<file path="src/rtl/seg_scan_display.sv">
// 4-digit multiplexed 7-segment scanner with frame-synchronous snapshot,
// inter-digit blank gap, leading-zero blanking and out-of-range blinking dashes.
//
// state | meaning
// BLANK | all digits off (anti-ghosting gap before the next ON slot)
// ON    | digit idx is driven for SCAN_DIV cycles
module seg_scan_display #(
    parameter int         SCAN_DIV     = 50000,
    parameter int         BLANK_CYC    = 500,
    parameter int         BLINK_FRAMES = 125,
    parameter logic [6:0] ZERO_CODE    = 7'h3F,
    parameter logic [6:0] DASH_CODE    = 7'h40
) (
    input  logic       sys_clk,
    input  logic       reset,
    input  logic [6:0] th,
    input  logic [6:0] hundred,
    input  logic [6:0] ten,
    input  logic [6:0] one,
    input  logic       out_range,
    output logic [6:0] seg,
    output logic [3:0] dig_en,
    output logic       frame_tick
);

    localparam int CNT_MAX = (SCAN_DIV > BLANK_CYC) ? SCAN_DIV : BLANK_CYC;
    localparam int CNT_W   = (CNT_MAX > 1) ? $clog2(CNT_MAX) : 1;
    localparam int BLK_W   = (BLINK_FRAMES > 1) ? $clog2(BLINK_FRAMES) : 1;

    localparam logic [CNT_W-1:0] BLANK_LAST = CNT_W'(BLANK_CYC - 1);
    localparam logic [CNT_W-1:0] SCAN_LAST  = CNT_W'(SCAN_DIV - 1);
    localparam logic [BLK_W-1:0] BLINK_LAST = BLK_W'(BLINK_FRAMES - 1);

    typedef enum logic {ST_BLANK, ST_ON} state_t;

    state_t           state, state_n;
    logic [1:0]       idx, idx_n;
    logic [CNT_W-1:0] cnt, cnt_n;
    logic             snap, frame_end;

    logic [6:0]       th_s, hu_s, te_s, on_s;
    logic             or_s;
    logic [6:0]       th_n, hu_n, te_n, on_n;
    logic             or_n;
    logic [BLK_W-1:0] blink_cnt, blink_cnt_n;
    logic             blink_phase, blink_phase_n;

    logic [6:0]       seg_n;
    logic [3:0]       dig_n;
    logic             tick_n;
    logic             blank_th, blank_hu, blank_te;

    // Slot sequencing: BLANK gap then ON slot, advancing idx after each ON slot.
    always_comb begin
        state_n   = state;
        idx_n     = idx;
        cnt_n     = cnt + CNT_W'(1);
        snap      = 1'b0;
        frame_end = 1'b0;
        case (state)
            ST_BLANK: begin
                if (cnt == BLANK_LAST) begin
                    state_n = ST_ON;
                    cnt_n   = '0;
                    snap    = (idx == 2'd0);
                end
            end
            default: begin
                if (cnt == SCAN_LAST) begin
                    state_n   = ST_BLANK;
                    cnt_n     = '0;
                    idx_n     = idx + 2'd1;
                    frame_end = (idx == 2'd3);
                end
            end
        endcase
    end

    // Snapshot at frame start; blink counter advances once per out-of-range frame.
    always_comb begin
        th_n          = th_s;
        hu_n          = hu_s;
        te_n          = te_s;
        on_n          = on_s;
        or_n          = or_s;
        blink_cnt_n   = blink_cnt;
        blink_phase_n = blink_phase;
        if (snap) begin
            th_n = th;
            hu_n = hundred;
            te_n = ten;
            on_n = one;
            or_n = out_range;
            if (!out_range) begin
                blink_cnt_n   = '0;
                blink_phase_n = 1'b0;
            end
        end else if (frame_end && or_s) begin
            if (blink_cnt == BLINK_LAST) begin
                blink_cnt_n   = '0;
                blink_phase_n = ~blink_phase;
            end else begin
                blink_cnt_n = blink_cnt + BLK_W'(1);
            end
        end
    end

    // Output decode from next-state values so outputs switch on the same edge as the FSM.
    always_comb begin
        blank_th = (th_n == ZERO_CODE);
        blank_hu = blank_th && (hu_n == ZERO_CODE);
        blank_te = blank_hu && (te_n == ZERO_CODE);
        seg_n    = 7'h00;
        dig_n    = 4'b1111;
        tick_n   = (state_n == ST_ON) && (idx_n == 2'd3) && (cnt_n == SCAN_LAST);
        if (state_n == ST_ON) begin
            if (or_n) begin
                if (!blink_phase_n) begin
                    seg_n = DASH_CODE;
                    dig_n = ~(4'b0001 << idx_n);
                end
            end else begin
                case (idx_n)
                    2'd0: begin
                        seg_n = on_n;
                        dig_n = 4'b1110;
                    end
                    2'd1: if (!blank_te) begin
                        seg_n = te_n;
                        dig_n = 4'b1101;
                    end
                    2'd2: if (!blank_hu) begin
                        seg_n = hu_n;
                        dig_n = 4'b1011;
                    end
                    default: if (!blank_th) begin
                        seg_n = th_n;
                        dig_n = 4'b0111;
                    end
                endcase
            end
        end
    end

    // State, shadow and output registers.
    always_ff @(posedge sys_clk or posedge reset) begin
        if (reset) begin
            state       <= ST_BLANK;
            idx         <= 2'd0;
            cnt         <= '0;
            th_s        <= 7'h00;
            hu_s        <= 7'h00;
            te_s        <= 7'h00;
            on_s        <= 7'h00;
            or_s        <= 1'b0;
            blink_cnt   <= '0;
            blink_phase <= 1'b0;
            seg         <= 7'h00;
            dig_en      <= 4'b1111;
            frame_tick  <= 1'b0;
        end else begin
            state       <= state_n;
            idx         <= idx_n;
            cnt         <= cnt_n;
            th_s        <= th_n;
            hu_s        <= hu_n;
            te_s        <= te_n;
            on_s        <= on_n;
            or_s        <= or_n;
            blink_cnt   <= blink_cnt_n;
            blink_phase <= blink_phase_n;
            seg         <= seg_n;
            dig_en      <= dig_n;
            frame_tick  <= tick_n;
        end
    end

endmodule

</file>
<file path="config.mk">
export PLATFORM = sky130hd
export DESIGN_NAME = seg_scan_display
export DESIGN_NICKNAME = d
export VERILOG_FILES = /design/src/rtl/seg_scan_display.sv
export SDC_FILE = /design/constraint.sdc
export NUM_CORES = 1
export LEC_CHECK = 0
export ABC_CLOCK_PERIOD_IN_PS = 2250
export CORE_ASPECT_RATIO = 1.2
export CORE_UTILIZATION = 50
export DETAILED_ROUTE_END_ITERATION = 10
export PLACE_DENSITY_LB_ADDON = 0.12
export SETUP_SLACK_MARGIN = 0.2
export SLEW_MARGIN = 20
export SYNTH_ARGS = -nofsm -noshare
export SYNTH_HDL_FRONTEND = slang
export SYNTH_SLANG_ARGS = --single-unit
export TNS_END_PERCENT = 50
</file>
<file path="constraint.sdc">
create_clock -name sys_clk -period 2.25 [get_ports sys_clk]
set_input_delay 0.675 -clock sys_clk [delete_from_list [all_inputs] [get_ports sys_clk]]
set_output_delay 0.675 -clock sys_clk [all_outputs]
set_load 0.05 [all_outputs]
</file>
## Yosys cells after proc, flatten, opt, wreduce, memory -nomap -nowiden

Cells that the tools add are included.

| storage, ports and cells | value |
|---|---|
| input bits | 31 |
| flip-flop bits (word level) | 68 |
| output and inout port bits | 12 |
| word-level logic and storage cells | 79 |

| operators by class | value |
|---|---|
| reduce and logical (&&, ||, !) cells | 9 |
| add/subtract/negate cells | 3 |
| bitwise gates (word level) | 2 |
| muxes and demuxes | 39 |
| eq/ne operators | 12 |
| shifts and indexed selects | 1 |

Operators by type and width:

| cell | number |
|---|---|
| $mux 7 | 14 |
| $mux 16 | 3 |
| $eq 16x16->1 const B | 2 |
| $eq 7x6->1 const B | 3 |
| $pmux 7 s3 | 1 |
| $add 16x1->16 const B | 1 |
| $eq 16x9->1 const B | 1 |
| $mux 4 | 4 |
| $mux 1 | 12 |
| $pmux 4 s3 | 1 |
| $add 7x1->7 const B | 1 |
| $eq 7x7->1 const B | 1 |
| $eq 2x2->1 const B | 3 |
| $mux 2 | 3 |
| $logic_and 1x1->1 | 5 |
| $logic_not 2->1 | 2 |
| $not 4->4 | 1 |
| $shl 1x2->4 const A | 1 |
| $mux 3 | 1 |
| $add 2x1->2 const B | 1 |
| $eq 2x1->1 const B | 1 |
| $ne 2x2->1 const B | 1 |
| $reduce_and 2->1 | 1 |
| $reduce_bool 2->1 | 1 |
| $not 1->1 | 1 |

## Longest topological paths before layout

| depth | value |
|---|---|
| depth after elaboration | 11 |
| mapped depth | 11 |
| gate-level depth less buffers | 8 |

## Least setup slack after synthesis

Ideal clock, no wire load.

| path | value |
|---|---|
| path kind | reg-to-reg |
| from | register cnt[0] |
| to | register frame_tick |
| stages on the path, launching flop included | 8 |
| required time | 2154 ps |
| library setup time | 96 ps |
| period minus slack after synthesis | 2375 ps |
| path buffers | 1 |
| arrival time | 2280 ps |
| path slack | -125 ps |
| cells stage by stage | dfrtp_1 > ha_1 > and4_2 > and4_1 > buf_2 > mux2_4 > or4_1 > nor4_2 |

| on the way | value |
|---|---|
| word-level cells in the longest chain between the ends | 6 |
| elaborated cells between the ends (all ways) | 15 |
| those cells by class | add/sub (1); eq/ne (4); mux (8); reduce/logical (2) |

Ends and longest elaborated chain:

| item | RTL line | source |
|---|---|---|
| from (decl) | 38 | `logic [CNT_W-1:0] cnt, cnt_n;` |
| from (signal assigned) | 164 | `cnt <= cnt_n;` |
| branches (longest 5 deep; another with $add 16x1->16) | - |  |
| $logic_and 1x1->1 * | 115 | `tick_n = (state_n == ST_ON) && (idx_n == 2'd3) && (cnt_n == SCAN_LAST);` |
| net tick_n | 50 | `logic tick_n;` |
| to (signal assigned) | 174 | `frame_tick <= tick_n;` |
| to (decl) | 23 | `output logic frame_tick` |

Mark *: on every way through the listed nets, which the timed path passes.
A chain may end at the register's enable or synchronous reset.

## Worst setup path after layout

| path | value |
|---|---|
| from | register cnt[10] |
| to | register seg[6] |

| on the way | value |
|---|---|
| elaborated cells between the ends (all ways) | 34 |
| those cells by class | eq/ne (7); mux (23); reduce/logical (4) |

RTL lines:

| item | RTL line | source |
|---|---|---|
| $eq 16x9->1 * | 62 | `if (cnt == BLANK_LAST) begin` |
| $mux 1 * | 62 |  |
| $mux 1 * | 60 | `case (state)` |
| $mux 7 * | 88 | `if (snap) begin` |
| net te_n[6] | 43 | `logic [6:0] th_n, hu_n, te_n, on_n;` |
| $eq 7x6->1 | 112 | `blank_te = blank_hu && (te_n == ZERO_CODE);` |
| $logic_and 1x1->1 | 112 |  |
| $mux 7 * | 128 | `2'd1: if (!blank_te) begin` |
| $pmux 7 s3 * | 123 | `case (idx_n)` |
| $mux 7 * | 117 | `if (or_n) begin` |
| $mux 7 * | 116 | `if (state_n == ST_ON) begin` |
| net seg_n[6] | 48 | `logic [6:0] seg_n;` |
| to (signal assigned) | 172 | `seg <= seg_n;` |
| to (decl) | 21 | `output logic [6:0] seg,` |

Mark *: on every way through the listed nets, which the timed path passes. The rest lies on a longest branch.

==> results_dict.tcl <==
set metrics [dict create \
    min_period_over_period_pct 105 \
    cp.required_ns 2.47 \
    vias 3255 \
    fin_crit_ns 2.35 \
    worst_pin_slew_ns 0.879 \
    grt_pass1_vias 3278 \
    cts_tree "built" \
    leakagePower_nw 2.34 \
    slowest_stage "dfrtp_1" \
    max-cap-violations 0 \
    pwr-share-seq_pct 47.2 \
    synth_ff_type "dfrtp_1" \
    dr.pass1.iters 4 \
    die_w_um 79.5 \
    whs_path_depth 1 \
    cp.buffers_inverters 2 \
    synth_edf_count 0 \
    layout-drive-gt1-share_pct 36.6 \
    core_um2 6900 \
    clkSlewWorstSetupHoldPaths_ns 0.07 \
    die_area_um2 7540 \
    grt.overflow.total 0 \
    end_kind "flop" \
    pre_cts_ws_ns -0.524 \
    clock-root-buffer "clkbuf_8" \
    path_max_fanout 6 \
    ios 43 \
    syn_inst 353 \
    fp.dieH_um 94.9 \
    synth.top_cell.area_share_pct 44.5 \
    hold_violations 0 \
    area_delta_synth_final_pct 46.5 \
    clock.fmax_mhz 425 \
    io_buffers 42 \
    clkPwrFrac_pct 46.8 \
    layout_commonest_cell "buf_4" \
    vias_per_cell 5.78 \
    p_per_area_nw_per_um2 495 \
    num-nets-final 507 \
    failed_checks "setup timing" \
    worst-r2r-setup-slack_ns -0.10 \
    r2r_start "cnt[10]$_DFF_PP0_" \
    rows 33 \
    p_sw_share_pct 21.3 \
    setup_viol 12 \
    r2r_cells 8 \
    cp-start-kind "flop" \
    grt_pass1_wl_mm 15.9 \
    rsz0062_at_grt "yes" \
    drt_iter0_drc 209 \
    wl_mm 10.0 \
    grt_usage_pct 27.9 \
    synth-seq-area-share_pct 47.4 \
    relSlewSlack_pct 41.1 \
    h-tree-depth 3 \
    synth_seq_cells 68 \
    synthTopCellsByArea "dfrtp_1 44%, nand2_1 4.2%, nand4_1 3.0%" \
    path_depth 8 \
    p_int_w 0.00206 \
    cpPeakStageDelay_ns 0.41 \
    dp_hpwl_mm 6.76 \
    antenna_found_initial 0 \
    grt_max_degree 69 \
    status "complete, but fails checks" \
    crit_chain "nor4_4 -> buf_4 -> and4_4 -> buf_6 -> nand2_8 -> mux2_4 -> a22o_1 -> o31a_1" \
    max-vdd-ir-drop_mv 0.454 \
    drc 0 \
    numCtsBuffers 9 \
    async_flop_share_pct 100 \
    syn-num-nets 389 \
    min_to "blink_phase$_DFF_PP0_" \
    gp_congestion 0.843 \
    fin_worst_skew_ns 0.0102 \
    syn-cell-area_um2 3600 \
    cp_top_family "simple AND/OR/NAND/NOR gates" \
    min_path_type "reg -> reg" \
    place_inst 536 \
    slew_violations 0 \
    combPwrFrac_pct 5.9 \
    crit_type "reg -> reg" \
    start_util_pct 52.2 \
    clock_path_buffers 2 \
    worstHoldStart "blink_phase$_DFF_PP0_" \
    clock_sinks 68 \
    clkLatencyLatePin_ns 0.35 \
    yosysUniqueCellTypes 55 \
    r2r_end "seg[6]$_DFF_PP0_" \
    avgSynthCellArea_um2 10.2 \
    detail_route.wl_per_cell_um 17.8 \
    synth_top_cell_by_area "dfrtp_1" \
    instances_no_fill 563 \
    final_cell_mix "72 x buf_4, 63 x dfrtp_1, 39 x nand2_1" \
    antennaDiodeCount 0 \
    crit_arrival_ns 2.58 \
    ant_nets 0 \
    yosys_warnings 0 \
    timing.final.ws_setup_ns -0.102 \
    p_switching_w 0.000557 \
]
worst max-delay path by stage:
stage,start,endpoint,slack [ns]
2_1_floorplan,cnt[0]$_DFF_PP0_,frame_tick$_DFF_PP0_,-0.13
3_3_place_gp,th[2],seg[3]$_DFF_PP0_,-0.38
3_5_place_dp,th[2],seg[4]$_DFF_PP0_,-0.52
4_1_cts,cnt[1]$_DFF_PP0_,frame_tick$_DFF_PP0_,-0.06
5_1_grt,cnt[10]$_DFF_PP0_,seg[6]$_DFF_PP0_,-0.15
6_report,cnt[10]$_DFF_PP0_,seg[6]$_DFF_PP0_,-0.10
cell type report:
class / count / area (um^2)
multi-input combinational: 254 / 2090
sequential: 68 / 1710
fill: 448 / 1620
timing repair buffer: 121 / 1060
clock buffer: 10 / 128
clock inverter: 6 / 111
tap: 87 / 109
inverter: 17 / 67.6
synth_stat cells (2+ instances only):
| cell type | n |
|---|---|
| dfrtp_1 | 64 |
| nand2_1 | 40 |
| nor2_1 | 25 |
| nand4_1 | 17 |
| inv_1 | 16 |
| nand3_1 | 14 |
| o211ai_1 | 10 |
| xnor2_1 | 10 |
| a21oi_1 | 8 |
| xor2_1 | 8 |
| and4_1 | 7 |
| and4b_1 | 7 |
| buf_2 | 7 |
| mux2_1 | 7 |
| mux2_2 | 7 |
| mux2i_1 | 7 |
| a221oi_1 | 6 |
| buf_4 | 6 |
| o21ai_1 | 6 |
| o22ai_1 | 6 |
| and3_1 | 5 |
| ha_1 | 5 |
| o21ai_0 | 5 |
| dfstp_2 | 4 |
| nor3_1 | 4 |
| nor4b_1 | 4 |
| o31ai_1 | 4 |
| or4_1 | 4 |
| mux2_4 | 3 |
| nor2b_1 | 3 |
| or3_1 | 3 |
| a211oi_1 | 2 |
| a21oi_2 | 2 |
| a31oi_1 | 2 |
| clkbuf_1 | 2 |
| nand2b_1 | 2 |
| nand3b_1 | 2 |
| o31a_1 | 2 |
power groups by stage:
stage                     combinational, W  sequential, W  clock (W)
after CTS                         0.000151        0.00123    0.00124
final                             0.000155        0.00123    0.00122
after detailed placement          0.000143        0.00126          0
after global placement            0.000141        0.00126          0
after floorplan                  0.0000451        0.00126          0
after global routing              0.000168        0.00123    0.00129
per-stage QoR:
step	area, um^2	hold slack [ns]	TNS, ns	total power [W]	utilization [%]
after floorplan	3600	0.449	-0.321	0.00130	-
after global placement	4570	0.479	-4.93	0.00140	66.2
after detailed placement	4570	0.481	-6.04	0.00140	66.2
after CTS	5090	0.495	-0.160	0.00262	73.9
after global routing	5270	0.532	-1.39	0.00270	76.5
final	5270	0.505	-0.450	0.00261	76.5
sequential cells by signal, summed over array words and instances (netlist names):
register     cells
blink_cnt        7
blink_phase      1
cnt             16
dig_en           4
frame_tick       1
hu_s             7
idx              2
on_s             7
or_s             1
seg              7
state            1
te_s             7
th_s             7
routing by layer:
layer,track usage (%),vias up,wire (um)
li1,-,1546,-
met1,33.8,1599,4120
met2,48.5,91,5280
met3,5.31,19,391
met4,10.9,0,228
met5,0,-,0
cells by family (layout without fill, tap and decap cells):
family / count (synthesis) / in the layout / synth area share [%]
AO/OA/AOI/OAI: 60 / 60 / 11.4
XOR/XNOR: 18 / 18 / 4.38
adder cells (fa/ha/maj): 5 / 5 / 1.74
buffers and inverters: 32 / 154 / 4.21
flip-flops: 68 / 68 / 47.4
multiplexers: 24 / 24 / 7.58
AND/OR/NAND/NOR: 146 / 147 / 23.3
repair_timing:
item,in CTS,in global routing
gates resized for setup,66,38
cloned,1,0
hold buffers,0,0
endpoints found under the setup margin,47,26
setup buffers,6,4
pin swaps,19,25
Power figures use the tool's default switching activity.
